--- src/rtl/qenc_pkg.sv ---
// Shared types and Gray-code lookup for the quadrature encoder counter.
// Used by quad_encoder_counter and its qenc_filter channels.
package qenc_pkg;

    typedef enum logic [1:0] {
        QENC_X1 = 2'b00,
        QENC_X2 = 2'b01,
        QENC_X4 = 2'b10
    } qenc_mode_t;

    typedef enum logic {
        INIT = 1'b0,
        RUN  = 1'b1
    } qenc_state_t;

    // Entry [2*s +: 2] is the {a,b} state that follows s when rotating up:
    // 00->10, 01->00, 10->11, 11->01.
    localparam logic [7:0] QENC_UP_LUT = 8'b01_11_00_10;

    function automatic logic [1:0] up_next(input logic [1:0] s);
        return QENC_UP_LUT[{s, 1'b0} +: 2];
    endfunction

endpackage

--- src/rtl/qenc_filter.sv ---
// Per-channel 2-flop synchroniser plus stability filter.
// bypass makes dout track the synchronised input directly (used in INIT).
module qenc_filter
    import qenc_pkg::*;
#(
    parameter int FILT_DEPTH = 4
) (
    input  logic clk,
    input  logic reset,
    input  logic bypass,
    input  logic din,
    output logic dout
);

    localparam int CW = (FILT_DEPTH > 1) ? $clog2(FILT_DEPTH) : 1;
    localparam logic [CW-1:0] CNT_MAX = CW'(FILT_DEPTH - 1);

    logic          s1;
    logic          s2;
    logic [CW-1:0] cnt;

    // Two-flop synchroniser for the asynchronous pin.
    always_ff @(posedge clk or negedge reset) begin
        if (!reset) begin
            s1 <= 1'b0;
            s2 <= 1'b0;
        end else begin
            s1 <= din;
            s2 <= s1;
        end
    end

    // Accept a new level only after it has differed from dout for FILT_DEPTH cycles.
    always_ff @(posedge clk or negedge reset) begin
        if (!reset) begin
            dout <= 1'b0;
            cnt  <= '0;
        end else if (bypass) begin
            dout <= s2;
            cnt  <= '0;
        end else if (s2 == dout) begin
            cnt <= '0;
        end else if (cnt == CNT_MAX) begin
            dout <= s2;
            cnt  <= '0;
        end else begin
            cnt <= cnt + CW'(1);
        end
    end

endmodule

--- src/rtl/quad_encoder_counter.sv ---
// Quadrature encoder front end: filtered A/B decode into a WIDTH-bit position.
// Optional QENC_INDEX_EN adds an in_z index input that zeroes the count.
module quad_encoder_counter
    import qenc_pkg::*;
#(
    parameter int WIDTH      = 9,
    parameter int FILT_DEPTH = 4
) (
    input  logic             clk,
    input  logic             reset,
    input  logic             in_a,
    input  logic             in_b,
`ifdef QENC_INDEX_EN
    input  logic             in_z,
`endif
    input  logic [1:0]       mode,
    input  logic             wrap_en,
    input  logic             load,
    input  logic [WIDTH-1:0] load_val,
    input  logic             clear_err,
    output logic [WIDTH-1:0] val,
    output logic             dir,
    output logic             step,
    output logic             err,
    output logic             err_flag
);

    localparam int IW = $clog2(FILT_DEPTH + 2);
    localparam logic [IW-1:0]    INIT_LAST = IW'(FILT_DEPTH + 1);
    localparam logic [WIDTH-1:0] VMAX      = '1;

    qenc_state_t   state;
    qenc_state_t   state_nx;
    logic [IW-1:0] init_cnt;
    logic          bypass;
    logic          fa;
    logic          fb;
    logic [1:0]    cur;
    logic [1:0]    prv;
    logic          mv_up;
    logic          mv_dn;
    logic          bad;
    logic          qual;
    logic          idx_clr;

    qenc_filter #(.FILT_DEPTH(FILT_DEPTH)) u_filt_a (
        .clk    (clk),
        .reset  (reset),
        .bypass (bypass),
        .din    (in_a),
        .dout   (fa)
    );

    qenc_filter #(.FILT_DEPTH(FILT_DEPTH)) u_filt_b (
        .clk    (clk),
        .reset  (reset),
        .bypass (bypass),
        .din    (in_b),
        .dout   (fb)
    );

    assign cur = {fa, fb};

`ifdef QENC_INDEX_EN
    logic fz;
    logic z_prev;

    qenc_filter #(.FILT_DEPTH(FILT_DEPTH)) u_filt_z (
        .clk    (clk),
        .reset  (reset),
        .bypass (bypass),
        .din    (in_z),
        .dout   (fz)
    );

    // Remember the last filtered index level for rising-edge detection.
    always_ff @(posedge clk or negedge reset) begin
        if (!reset) begin
            z_prev <= 1'b0;
        end else begin
            z_prev <= fz;
        end
    end

    assign idx_clr = (state == RUN) && fz && !z_prev;
`else
    assign idx_clr = 1'b0;
`endif

    // FSM state register and INIT settling counter.
    always_ff @(posedge clk or negedge reset) begin
        if (!reset) begin
            state    <= INIT;
            init_cnt <= '0;
        end else begin
            state <= state_nx;
            if (state == INIT) begin
                init_cnt <= init_cnt + IW'(1);
            end
        end
    end

    // Next state, filter bypass and transition classification.
    always_comb begin
        state_nx = state;
        bypass   = 1'b0;
        mv_up    = 1'b0;
        mv_dn    = 1'b0;
        bad      = 1'b0;
        unique case (state)
            INIT: begin
                bypass = 1'b1;
                if (init_cnt == INIT_LAST) begin
                    state_nx = RUN;
                end
            end
            RUN: begin
                if (cur != prv) begin
                    if (up_next(prv) == cur) begin
                        mv_up = 1'b1;
                    end else if (up_next(cur) == prv) begin
                        mv_dn = 1'b1;
                    end else begin
                        bad = 1'b1;
                    end
                end
            end
        endcase
    end

    // Decide whether the resolution setting lets this transition count.
    always_comb begin
        qual = 1'b0;
        case (mode)
            QENC_X1: qual = (prv == 2'b00 && cur == 2'b10)
                         || (prv == 2'b10 && cur == 2'b00);
            QENC_X2: qual = prv[1] ^ cur[1];
            default: qual = 1'b1;
        endcase
    end

    // Position, direction, pulses and sticky error flag.
    always_ff @(posedge clk or negedge reset) begin
        if (!reset) begin
            prv      <= 2'b00;
            val      <= '0;
            dir      <= 1'b0;
            step     <= 1'b0;
            err      <= 1'b0;
            err_flag <= 1'b0;
        end else begin
            prv  <= cur;
            step <= 1'b0;
            err  <= bad;
            if (bad) begin
                err_flag <= 1'b1;
            end else if (clear_err) begin
                err_flag <= 1'b0;
            end
            if (load) begin
                val <= load_val;
            end else if (idx_clr) begin
                val <= '0;
            end else if (mv_up && qual) begin
                dir <= 1'b1;
                if (val != VMAX) begin
                    val  <= val + WIDTH'(1);
                    step <= 1'b1;
                end else if (wrap_en) begin
                    val  <= '0;
                    step <= 1'b1;
                end
            end else if (mv_dn && qual) begin
                dir <= 1'b0;
                if (val != '0) begin
                    val  <= val - WIDTH'(1);
                    step <= 1'b1;
                end else if (wrap_en) begin
                    val  <= VMAX;
                    step <= 1'b1;
                end
            end
        end
    end

endmodule

--- config.mk ---
export PLATFORM = sky130hd
export DESIGN_NAME = quad_encoder_counter
export DESIGN_NICKNAME = d
export VERILOG_FILES = /design/src/rtl/qenc_pkg.sv /design/src/rtl/qenc_filter.sv /design/src/rtl/quad_encoder_counter.sv
export SDC_FILE = /design/constraint.sdc
export NUM_CORES = 1
export LEC_CHECK = 0
export CORE_ASPECT_RATIO = 0.75
export CORE_MARGIN = 4
export CORE_UTILIZATION = 50
export DETAILED_ROUTE_END_ITERATION = 12
export PLACE_DENSITY = 0.77
export RECOVER_POWER = 25
export SLEW_MARGIN = 0
export SYNTH_ARGS = -nofsm -noshare
export SYNTH_HDL_FRONTEND = slang
export SYNTH_SLANG_ARGS = --single-unit
--- constraint.sdc ---
create_clock -name clk -period 7.4 [get_ports clk]
set_clock_uncertainty 0.2 [all_clocks]
set_input_delay 1.48 -clock clk [delete_from_list [all_inputs] [get_ports clk]]
set_output_delay 1.48 -clock clk [all_outputs]
set_load 0.05 [all_outputs]
==> results.tsv, run 1 <==
metric	value	unit
yosysMostFrequentCell	dfrtp_1	
slew_headroom	49.4	%
synthFlopType	dfrtp_1	
end_kind	flop	
grt_pass1_vias	1479	
synthTopCellsByArea	dfrtp_1, ha_1, xnor2_1, a21oi_1, nand2_1	
wire_per_inst	17.1	um
cts.sinks	29	
crit_type	in2reg	
p_per_area	514	nW/um2
start_kind	primary input	
ys_seq_area_share	42.6	%
total_power	1.08	mW
synth_top_area_cell	dfrtp_1	
cts_max_level	2	
grt-ovfl-total	0	
clkLatencyLatePin	0.28	ns
antenna_found_initial	0	
synth_enable_flop_cells	0	
period_needed	3.53	ns
finalCoreUtilization	63.7	%
clk_pin_slew_worst_paths	0.06	ns
tightest_slew	0.756	ns
grt_pass1_wl	6.85	mm
wl	4.18	mm
final_hold_viol_count	0	
gp_congestion	0.893	
drt-initial-drc-count	109	
fmaxAchievable	0.283	GHz
final.setup.tns	0	ns
ant_nets	0	
period_share	47.8	%
cts_resized	0	
drive_above_1_share	10.3	%
avgSynthCellArea	9.79	um2
max-vdd-ir-drop	0.000292	V
initial_core_util	51.8	%
grtUsageTotal	20.6	%
synth.top_cell.area_share	42.6	%
ys_seq_elements	29	
synth_fp_nets	199	
post-cts-setup-buffers	0	
r2r_cells	9	
die_area	4420	um2
drt-pass1-iter-count	4	
synth_common_cells	dfrtp_1, nand2_1, nor2_1	
die_w	75.4	um
rows	18	
route.detailed.drc	0	
hp-class	reg2reg	
io_buffers	30	
die_height	58.6	um
synth_cell_types	51	
placed_area	2010	um2
diodes	0	
critPathArrivalTime	3.46	ns
rsz0062_at_grt	no	
vias	1497	
grt_start_max_net_pins	30	
final_max_slew_viol_count	0	
ctsLongestPathBuffers	2	
cts-root-buf	clkbuf_8	
setup_viol	0	
dpl.hpwl	3.04	mm
stdcell_area	2090	um2
yosysWarnings	0	
crit_fanout	11	
status	finished clean	
hold_depth	0	
vias_per_cell	6.14	
syn-cell-area	1700	um2
numCtsBuffers	5	
fin_nets	228	
syn_inst	174	
area_growth	22.9	%
cts_hold_buf	0	
fp.coreArea	3290	um2
pin_count	31	
drv_cap	0	
p_leak	0.888	nW
async_flop_share	100	%
cp.required	7.32	ns
cts_tree	done	
cells in the final DEF, fill, tap and decap left out, types with 6 or more instances in the layout:
| master | instances |
|---|---|
| dfrtp_1 | 29 |
| clkdlybuf4s50_1 | 28 |
| nand2_1 | 13 |
| nor2_1 | 12 |
| a21oi_1 | 11 |
| xnor2_1 | 8 |
| inv_1 | 7 |
| ha_1 | 7 |
| nand2b_1 | 6 |
worst max-delay path, cell delays in order:
cell and delay, ns:
clkdlybuf4s50_1 0.44, o21bai_1 0.12, a21oi_1 0.14, nor2_1 0.62
o221ai_1 0.25, a211oi_1 0.27, o31ai_1 0.12
cell families (layout without fill, tap and decap cells):
logic type	Yosys count	count (layout)	share of synthesized area [%]
compound gates	50	50	22.1
fa+ha+maj	7	7	5.14
xor+xnor	10	10	5.14
buf+inv	16	46	4.48
simple gates	60	60	19.2
flops	29	29	42.6
mux	2	2	1.32
stage by stage:
stage | cells | hold slack (ns) | worst slack (ns)
6_report | 244 | 0.149 | 3.87
4_1_cts | 244 | 0.150 | 3.90
3_5_place_dp | 236 | 0.136 | 3.62
3_3_place_gp | 236 | 0.134 | 3.76
2_1_floorplan | 174 | 0.131 | 4.46
5_1_grt | 244 | 0.161 | 3.73
final cells by class:
type	count	area (um2)
fill	277	1190
multi-input combinational	129	902
sequential	29	726
timing repair buffer	31	308
clock buffer	6	72.6
tap	40	50.0
inverter	7	26.3
clock inverter	2	10.0
sequential cells by signal, indices dropped and copies added (netlist names):
| register | cells |
|---|---|
| u_filt_b.s2 | 1 |
| val | 9 |
| u_filt_a.s2 | 1 |
| state | 1 |
| u_filt_b.dout | 1 |
| u_filt_b.cnt | 2 |
| prv | 2 |
| u_filt_a.s1 | 1 |
| u_filt_a.cnt | 2 |
| u_filt_a.dout | 1 |
| u_filt_b.s1 | 1 |
| step | 1 |
| init_cnt | 3 |
| dir | 1 |
| err | 1 |
| err_flag | 1 |
routing by layer:
metal | GRT usage [%] | wire length, um | vias up | part of all wire [%]
li1 | - | - | 691 | -
met4 | 6.98 | 29 | 0 | 0.69
met1 | 27.6 | 1810 | 731 | 43
met2 | 32.3 | 1980 | 71 | 47
met3 | 5.63 | 357 | 4 | 8.5
met5 | 0 | 0 | - | 0
worst paths after layout:
kind                       slack, ns           to        start
min reg2reg                     0.15  u_filt_b.s2  u_filt_b.s1
min                             0.15  u_filt_b.s2  u_filt_b.s1
max                             3.87       val[5]      mode[0]
max in group asynchronous       5.35         step        reset
min in group asynchronous       1.37       val[1]        reset
max reg2reg                     4.57       val[5]       val[0]
where the power goes:
| group | total, mW | switching (mW) | internal (mW) |
|---|---|---|---|
| Combinational | 0.654 | 0.413 | 0.242 |
| Sequential | 0.296 | 0.0818 | 0.215 |
| Clock | 0.125 | 0.0602 | 0.0650 |
Note: power is estimated with default switching activity, not from simulation.
==> run 2, diff against run 1 <==
clock period = 3.3 ns   (was 7.4 ns; I/O delays follow)
==> results.tsv, run 2 (same netlist as run 1, synthesis figures left out) <==
metric	value	unit
violations	capacitance limit, slew limit	
path_cells	ha_1 > nand2_1 > nor2_1 > and3_1 > ha_1 > nor3_1 > a221o_1 > a211oi_1 > o31ai_1	
slew_headroom	-5.15	%
drv_cap	1	
cts-root-buf	clkbuf_8	
setup_viol	0	
area_growth	25.6	%
fp.coreArea	3290	um2
multi_input_area	902	um2
cts_tree	done	
fin_nets	230	
slowest_delay	0.42	ns
worst_slack	0.531	ns
largest_register	val	
wire_per_inst	16.5	um
cp.required	3.26	ns
ctsLongestPathBuffers	2	
drt-pass1-iter-count	4	
diodes	0	
vias	1508	
cpMaxStageDelayCell	dfrtp_1	
period_share	83.9	%
final.setup.tns	0	ns
cts_max_level	2	
period_needed	2.77	ns
hp-class	reg2reg	
p_leak	0.908	nW
reg.largest.list	val: 9 flops, init_cnt: 3 flops	
cts_hold_buf	0	
max-vdd-ir-drop	0.000494	V
dpl.hpwl	2.94	mm
num-fill-cells	256	
clkLatencyLatePin	0.29	ns
numCtsBuffers	5	
final_common_cell	dfrtp_1	
tightest_slew	1.58	ns
initial_core_util	51.8	%
clk_pin_slew_worst_paths	0.06	ns
drive_above_1_share	10.7	%
wl	4.06	mm
final_max_slew_viol_count	30	
critPathTopFamily	compound AO/OA/AOI/OAI gates	
die_w	75.4	um
largest_reg_flops	9	
route.detailed.drc	0	
rows	18	
crit_buf_inv	0	
final_hold_viol_count	0	
drt-initial-drc-count	200	
pin_count	31	
grt_start_max_net_pins	30	
post-cts-setup-buffers	0	
holdWs	0.149	ns
p_per_area	1170	nW/um2
grtUsageTotal	20.7	%
fmaxAchievable	0.361	GHz
die_height	58.6	um
ant_nets	0	
layout_common_cells	dfrtp_1, clkdlybuf4s50_1, nand2_1	
antenna_found_initial	0	
crit_top_cell	ha_1	
cts_resized	0	
crit_type	reg2reg	
grt_pass1_wl	6.86	mm
gp_congestion	0.953	
hold_depth	0	
grt-ovfl-total	0	
io_buffers	30	
cp.depth	9	
register_area	726	um2
cts.sinks	29	
vias_per_cell	6.13	
die_area	4420	um2
place_worst_setup_slack	0.536	ns
grt_pass1_vias	1452	
stdcell_area	2140	um2
placed_area	2030	um2
crit_fanout	8	
critPathArrivalTime	2.73	ns
r2r_cells	9	
end_kind	flop	
start_kind	flop	
status	finished, violations left	
rsz0062_at_grt	no	
run 2: stage by stage:
stage	cells	util, %	total power, mW
4_1_cts	246	65.2	2.50
5_1_grt	246	65.1	2.68
6_report	246	65.1	2.50
3_5_place_dp	238	61.6	2.10
2_1_floorplan	174	-	1.75
3_3_place_gp	238	61.6	2.06
run 2: final timing paths:
path	startpoint	to	slack (ns)
min in group asynchronous	reset	err	1.09
max in group asynchronous	reset	val[2]	0.89
min	u_filt_b.s1	u_filt_b.s2	0.15
max	val[0]	val[5]	0.53
max reg2reg	val[0]	val[5]	0.53
min reg2reg	u_filt_b.s1	u_filt_b.s2	0.15
run 2: cell type report:
type	instances	area share [%]
sequential	29	33.9
clock buffer	7	4.04
tap	40	2.34
multi-input combinational	129	42.2
timing repair buffer	33	14.9
inverter	7	1.23
clock inverter	1	1.40
run 2: worst reg2reg max path, stage by stage, from the launching register on:
cell and delay, ns:
dfrtp_1 0.42, ha_1 0.25, nand2_1 0.09, nor2_1 0.26
and3_1 0.20, ha_1 0.30, nor3_1 0.16, a221o_1 0.35
a211oi_1 0.28, o31ai_1 0.13
run 2: layer usage:
layer	global-route usage, %	part of all wire [%]
met1	28.2	42
met2	31.1	46
met3	5.12	9.9
met4	9.48	1.8
met5	0	0
run 2: power by group:
part / total (mW) / switching (mW) / internal (mW)
clock: 0.385 / 0.140 / 0.246
combinational: 1.46 / 0.905 / 0.555
sequential: 0.659 / 0.178 / 0.482
total: 2.50 / 1.22 / 1.28
==> RTL edit 1: new RTL, config.mk and constraints of run 2 <==
Put one more register stage on the output `err_flag`. The value now appears one clock later. The other outputs are not delayed to match.
--- a/src/rtl/quad_encoder_counter.sv
+++ b/src/rtl/quad_encoder_counter.sv
@@ -28,6 +28,8 @@
     localparam int IW = $clog2(FILT_DEPTH + 2);
     localparam logic [IW-1:0]    INIT_LAST = IW'(FILT_DEPTH + 1);
     localparam logic [WIDTH-1:0] VMAX      = '1;
+
+    logic err_flag_s0;
 
     qenc_state_t   state;
     qenc_state_t   state_nx;
@@ -147,15 +149,15 @@
             dir      <= 1'b0;
             step     <= 1'b0;
             err      <= 1'b0;
-            err_flag <= 1'b0;
+            err_flag_s0 <= 1'b0;
         end else begin
             prv  <= cur;
             step <= 1'b0;
             err  <= bad;
             if (bad) begin
-                err_flag <= 1'b1;
+                err_flag_s0 <= 1'b1;
             end else if (clear_err) begin
-                err_flag <= 1'b0;
+                err_flag_s0 <= 1'b0;
             end
             if (load) begin
                 val <= load_val;
@@ -183,5 +185,9 @@
         end
     end
 
+    always_ff @(posedge clk) begin
+        err_flag <= err_flag_s0;
+    end
+
 endmodule
 
Check against the original RTL: not equivalent (Yosys sat finds a counterexample within 10 cycles, from zero or initial values and one cycle with reset low).
==> RTL edit 1 against run 2 <==
Hold slack improved by 0.0039 ns; design area fell by 0.76%; critical path type unchanged; final cell count rose by 0.41%; the flow still finishes with violations (capacitance limit, slew limit); total power fell by 3.0%; sequential cell count rose by 1; setup slack got worse by 0.082 ns; routed wire length rose by 2.6%; largest power group unchanged; area after synthesis rose by 1.2%.
==> RTL edit 1: results <==
export IMPL_status="finished with violations"
export IMPL_violations_in_the_final_reports="capacitance limit, slew limit"
export IMPL_nNetsFinal=231
export IMPL_clk_latency_ns=0.28
export IMPL_drt_pre_antenna_iters=4
export IMPL_slew_viol_final=30
export IMPL_drt_total_wl_um=4160
export IMPL_dpl_worst_slack_ns=0.581
export IMPL_numCtsBuffers=5
export IMPL_via_count_of_the_first_global_routing_pass=1393
export IMPL_seq_area_frac_synth=0.433
export IMPL_fillCellCount=268
export IMPL_critical_path_arrival_ns=2.81
export IMPL_postSynthNetCount=200
export IMPL_final_layout_size_suffix_gt1_frac=0.0966
export IMPL_synthTopCellsByCount="29 x sky130_fd_sc_hd__dfrtp_1, 13 x sky130_fd_sc_hd__nand2_1, 12 x sky130_fd_sc_hd__nor2_1"
export IMPL_crit_path_max_incr_delay_ns=0.46
export IMPL_top_regs="val x9, init_cnt x3"
export IMPL_max_cap_violations=1
export IMPL_worst_slew_margin_relative_to_its_limit=-0.0283
export IMPL_drt_iter0_markers=155
export IMPL_vdd_ir_drop_max_uv=645
export IMPL_yosys_cell_types_count=52
export IMPL_post_dp_hpwl_um=3020
export IMPL_synth_async_sr_flop_share=0.967
export IMPL_grt_first_pass_wirelength_um=6620
export IMPL_finalWeightedCongestion=0.912
export IMPL_crit_family="simple AND/OR/NAND/NOR gates"
export IMPL_grt_usage=0.204
export IMPL_synth_warning_count=0
export IMPL_netlist_top_cells_area="sky130_fd_sc_hd__dfrtp_1 42%, sky130_fd_sc_hd__ha_1 5.1%, sky130_fd_sc_hd__xnor2_1 4.1%, sky130_fd_sc_hd__a21oi_1 3.2%, sky130_fd_sc_hd__nand2_1 2.8%"
export IMPL_detailroute_via_count=1456
export IMPL_power_leakage_nw=0.897
-- RTL edit 1: changes by cell type in the layout (fill, tap and decap cells not counted) --
cell / before / now
sky130_fd_sc_hd__bufinv_16: 1 / 0
sky130_fd_sc_hd__clkbuf_1: 2 / 4
sky130_fd_sc_hd__clkbuf_8: 6 / 5
sky130_fd_sc_hd__dfxtp_1: 0 / 1
-- RTL edit 1: final cells by class --
type	instances	share of cell area
Timing Repair Buffer	33	0.150
Tap cell	40	0.0236
Inverter	7	0.0124
Clock buffer	8	0.0377
Sequential cell	30	0.351
Multi-Input combinational cell	129	0.425
-- RTL edit 1: through the flow --
stage,area (um2),cells,hold WS [ns]
after floorplan,1720,175,0.131
after global placement,2050,239,0.134
after detailed placement,2050,239,0.144
after CTS,2130,247,0.158
after global routing,2120,247,0.170
final,2120,247,0.153
-- RTL edit 1: metal layers --
layer	wire [um]	track usage
met5	0	0
met4	61	0.0798
met3	286	0.0546
met2	1890	0.296
met1	1920	0.287
-- RTL edit 1: path summary, 6_finish.rpt --
| check | start | endpoint | slack, ns | cells past startpoint |
|---|---|---|---|---|
| setup / recovery | val[0] | val[5] | 0.45 | 9 |
| hold / removal | u_filt_b.s1 | u_filt_b.s2 | 0.15 | 0 |
| setup reg to reg | val[0] | val[5] | 0.45 | 9 |
| hold reg to reg | u_filt_b.s1 | u_filt_b.s2 | 0.15 | 0 |
| max in group asynchronous | reset | init_cnt[2] | 0.91 | 2 |
| min in group asynchronous | reset | val[7] | 1.09 | 2 |
-- RTL edit 1: cell families after synthesis --
group                      Yosys count  share of synthesized area
AOI/OAI and AO/OA                   50                      0.218
xor gates and xnor gates            10                     0.0508
adders and majority gates            7                     0.0508
buffers and inverters               16                     0.0443
DFF                                 30                      0.433
muxes                                2                     0.0131
and+or+nand+nor                     60                      0.190
-- RTL edit 1: power by group --
part	internal, mW	total (mW)	switching (mW)
Combinational	0.553	1.46	0.908
Sequential	0.500	0.686	0.186
Clock	0.150	0.283	0.133
==> RTL edit 2: new RTL, config.mk and constraints of run 2 <==
Made on the original files. Build with the macro `QENC_INDEX_EN` defined.
--- a/src/rtl/quad_encoder_counter.sv
+++ b/src/rtl/quad_encoder_counter.sv
@@ -1,5 +1,7 @@
 // Quadrature encoder front end: filtered A/B decode into a WIDTH-bit position.
 // Optional QENC_INDEX_EN adds an in_z index input that zeroes the count.
+`define QENC_INDEX_EN
+
 module quad_encoder_counter
     import qenc_pkg::*;
 #(
Ports: changed (added in_z); port bits go from 31 to 32. No check against the original RTL was run, so the function may have changed too.
==> RTL edit 2 against run 2 <==
The flow still finishes with violations (capacitance limit, slew limit); global-route usage fell by 2.6 points; design area increased by 12%; setup slack got worse by 0.21 ns; area after synthesis increased by 13%; sequential share of layout area grew 2.8 points; largest power group unchanged; sequential cell count up 6; total power up 4.9%; routed wire length grew 0.39%; critical path type unchanged; clock power decreased by 18%.
==> RTL edit 2: results <==
export IMPL_post_dp_hpwl_um=2990
export IMPL_netlist_top_cells_area="sky130_fd_sc_hd__dfrtp_1 45%, sky130_fd_sc_hd__ha_1 5.2%, sky130_fd_sc_hd__nand2_1 3.5%, sky130_fd_sc_hd__o21ai_1 3.4%, sky130_fd_sc_hd__xnor2_1 3.2%"
export IMPL_fillCellCount=306
export IMPL_timing_hold_worst_endpoint="u_filt_b.s2"
export IMPL_synth_async_sr_flop_share=1.00
export IMPL_finalCriticalPeriod_ns=2.98
export IMPL_cts_clk_slew_worst_paths_ns=0.08
export IMPL_grt_usage=0.181
export IMPL_route_detailed_vias_per_inst=5.58
export IMPL_hold_path_startpoint="u_filt_b.s1"
export IMPL_status="finished with violations"
export IMPL_numCtsBuffers=5
export IMPL_cpMaxStageDelayCell="sky130_fd_sc_hd__dfrtp_1"
export IMPL_power_leakage_nw=1.02
export IMPL_h_tree_depth=2
export IMPL_dpl_worst_slack_ns=0.241
export IMPL_worst_slew_pin_slew_ns=1.76
export IMPL_drt_iter0_markers=131
export IMPL_clk_path_buf_depth=2
export IMPL_synthTopCellsByCount="35 x sky130_fd_sc_hd__dfrtp_1, 18 x sky130_fd_sc_hd__nand2_1, 14 x sky130_fd_sc_hd__nor2_1"
export IMPL_antenna_found_initial=0
export IMPL_synth_warning_count=0
export IMPL_timing_rr_end="val[8]"
export IMPL_ctsRootBufferMaster="sky130_fd_sc_hd__clkbuf_8"
export IMPL_pin_count_of_the_biggest_net_entering_global_routing=36
export IMPL_final_hold_worst_slack_ns=0.151
export IMPL_r2r_worst_path_cells=12
export IMPL_nNetsFinal=259
export IMPL_critical_path_peak_fanout=8
export IMPL_postSynthNetCount=225
export IMPL_yosys_cell_types_count=45
export IMPL_vdd_ir_drop_max_uv=607
export IMPL_drt_total_wl_um=4070
export IMPL_worst_hold_path_cell_count=0
export IMPL_crit_family="compound AO/OA/AOI/OAI gates"
export IMPL_max_cap_violations=1
export IMPL_io_buffers=31
export IMPL_drt_pre_antenna_iters=4
export IMPL_violations_in_the_final_reports="capacitance limit, slew limit"
export IMPL_grt_first_pass_wirelength_um=6670
export IMPL_seq_area_frac_synth=0.455
export IMPL_final_layout_size_suffix_gt1_frac=0.103
export IMPL_clk_latency_ns=0.29
export IMPL_post_cts_setup_buffers=0
export IMPL_via_count_of_the_first_global_routing_pass=1426
export IMPL_crit_path_max_incr_delay_ns=0.48
export IMPL_insertedDiodeCount=0
export IMPL_regToRegSetupSlack_ns=0.32
export IMPL_slew_viol_final=36
export IMPL_finalWeightedCongestion=0.861
export IMPL_critical_path_arrival_ns=2.97
==> RTL edit 2: cell types whose count changed after synthesis, sizes merged, moves of 3 or more <==
| cell | delta |
|---|---|
| nand2 | +4 |
| o21ai | +11 |
| dfrtp | +6 |
| xor2 | +3 |
| a21oi | -3 |
| o31ai | -5 |
==> RTL edit 2: per-layer routing <==
layer,vias to the layer above,GRT usage,routed length [um]
li1,786,-,-
met1,742,0.253,1960
met2,55,0.266,1750
met3,8,0.0548,297
met4,0,0.0735,63
met5,-,0,0
==> RTL edit 2: final cells by class <==
cell class	instances	area, um2	share of cell area
multi-input cells	146	975	0.408
flip-flops and latches	35	876	0.367
repair buffers	37	352	0.147
clock buffers	5	68.8	0.0288
well taps	52	65.1	0.0273
inverters	7	26.3	0.0110
clock inverters	3	23.8	0.00996
==> RTL edit 2: worst max path at each step <==
stage | from | cells past startpoint | to
2_1_floorplan | val[1] | 8 | val[8]
6_report | val[0] | 12 | val[8]
3_3_place_gp | mode[1] | 7 | val[0]
4_1_cts | val[1] | 8 | val[8]
5_1_grt | val[0] | 12 | val[8]
3_5_place_dp | mode[1] | 7 | val[0]
==> RTL edit 2: kinds of logic (layout without fill, tap and decap cells) <==
group	Yosys count	after routing	synth area share
AND/OR/NAND/NOR	66	66	0.177
XOR/XNOR	12	12	0.0546
buffers and inverters	17	52	0.0390
adder cells (fa/ha/maj)	8	8	0.0520
AO/OA/AOI/OAI	56	56	0.200
multiplexers	4	4	0.0227
flip-flops	35	35	0.455
==> RTL edit 2: through the flow <==
step           instances  area [um2]  total power [mW]   util
5_1_grt              285        2390              2.82  0.648
4_1_cts              285        2390              2.62  0.649
6_report             285        2390              2.63  0.648
3_3_place_gp         277        2300              2.28  0.623
3_5_place_dp         277        2300              2.30  0.623
2_1_floorplan        198        1930              1.88      -
==> RTL edit 2: worst reg2reg max path: cells and delay by family (launching register included) <==
| kind | cells | cell delay [ns] |
|---|---|---|
| buffers and inverters | 1 | 0.20 |
| flip-flops | 1 | 0.48 |
| AND/OR/NAND/NOR | 5 | 0.58 |
| AO/OA/AOI/OAI | 4 | 0.92 |
| adder cells (fa/ha/maj) | 2 | 0.50 |
==> RTL edit 2: where the power goes <==
group          internal [mW]  total, mW  switching, mW
clock                  0.151      0.317          0.166
sequential             0.576      0.767          0.190
combinational          0.629       1.54          0.913
total                   1.36       2.63           1.27
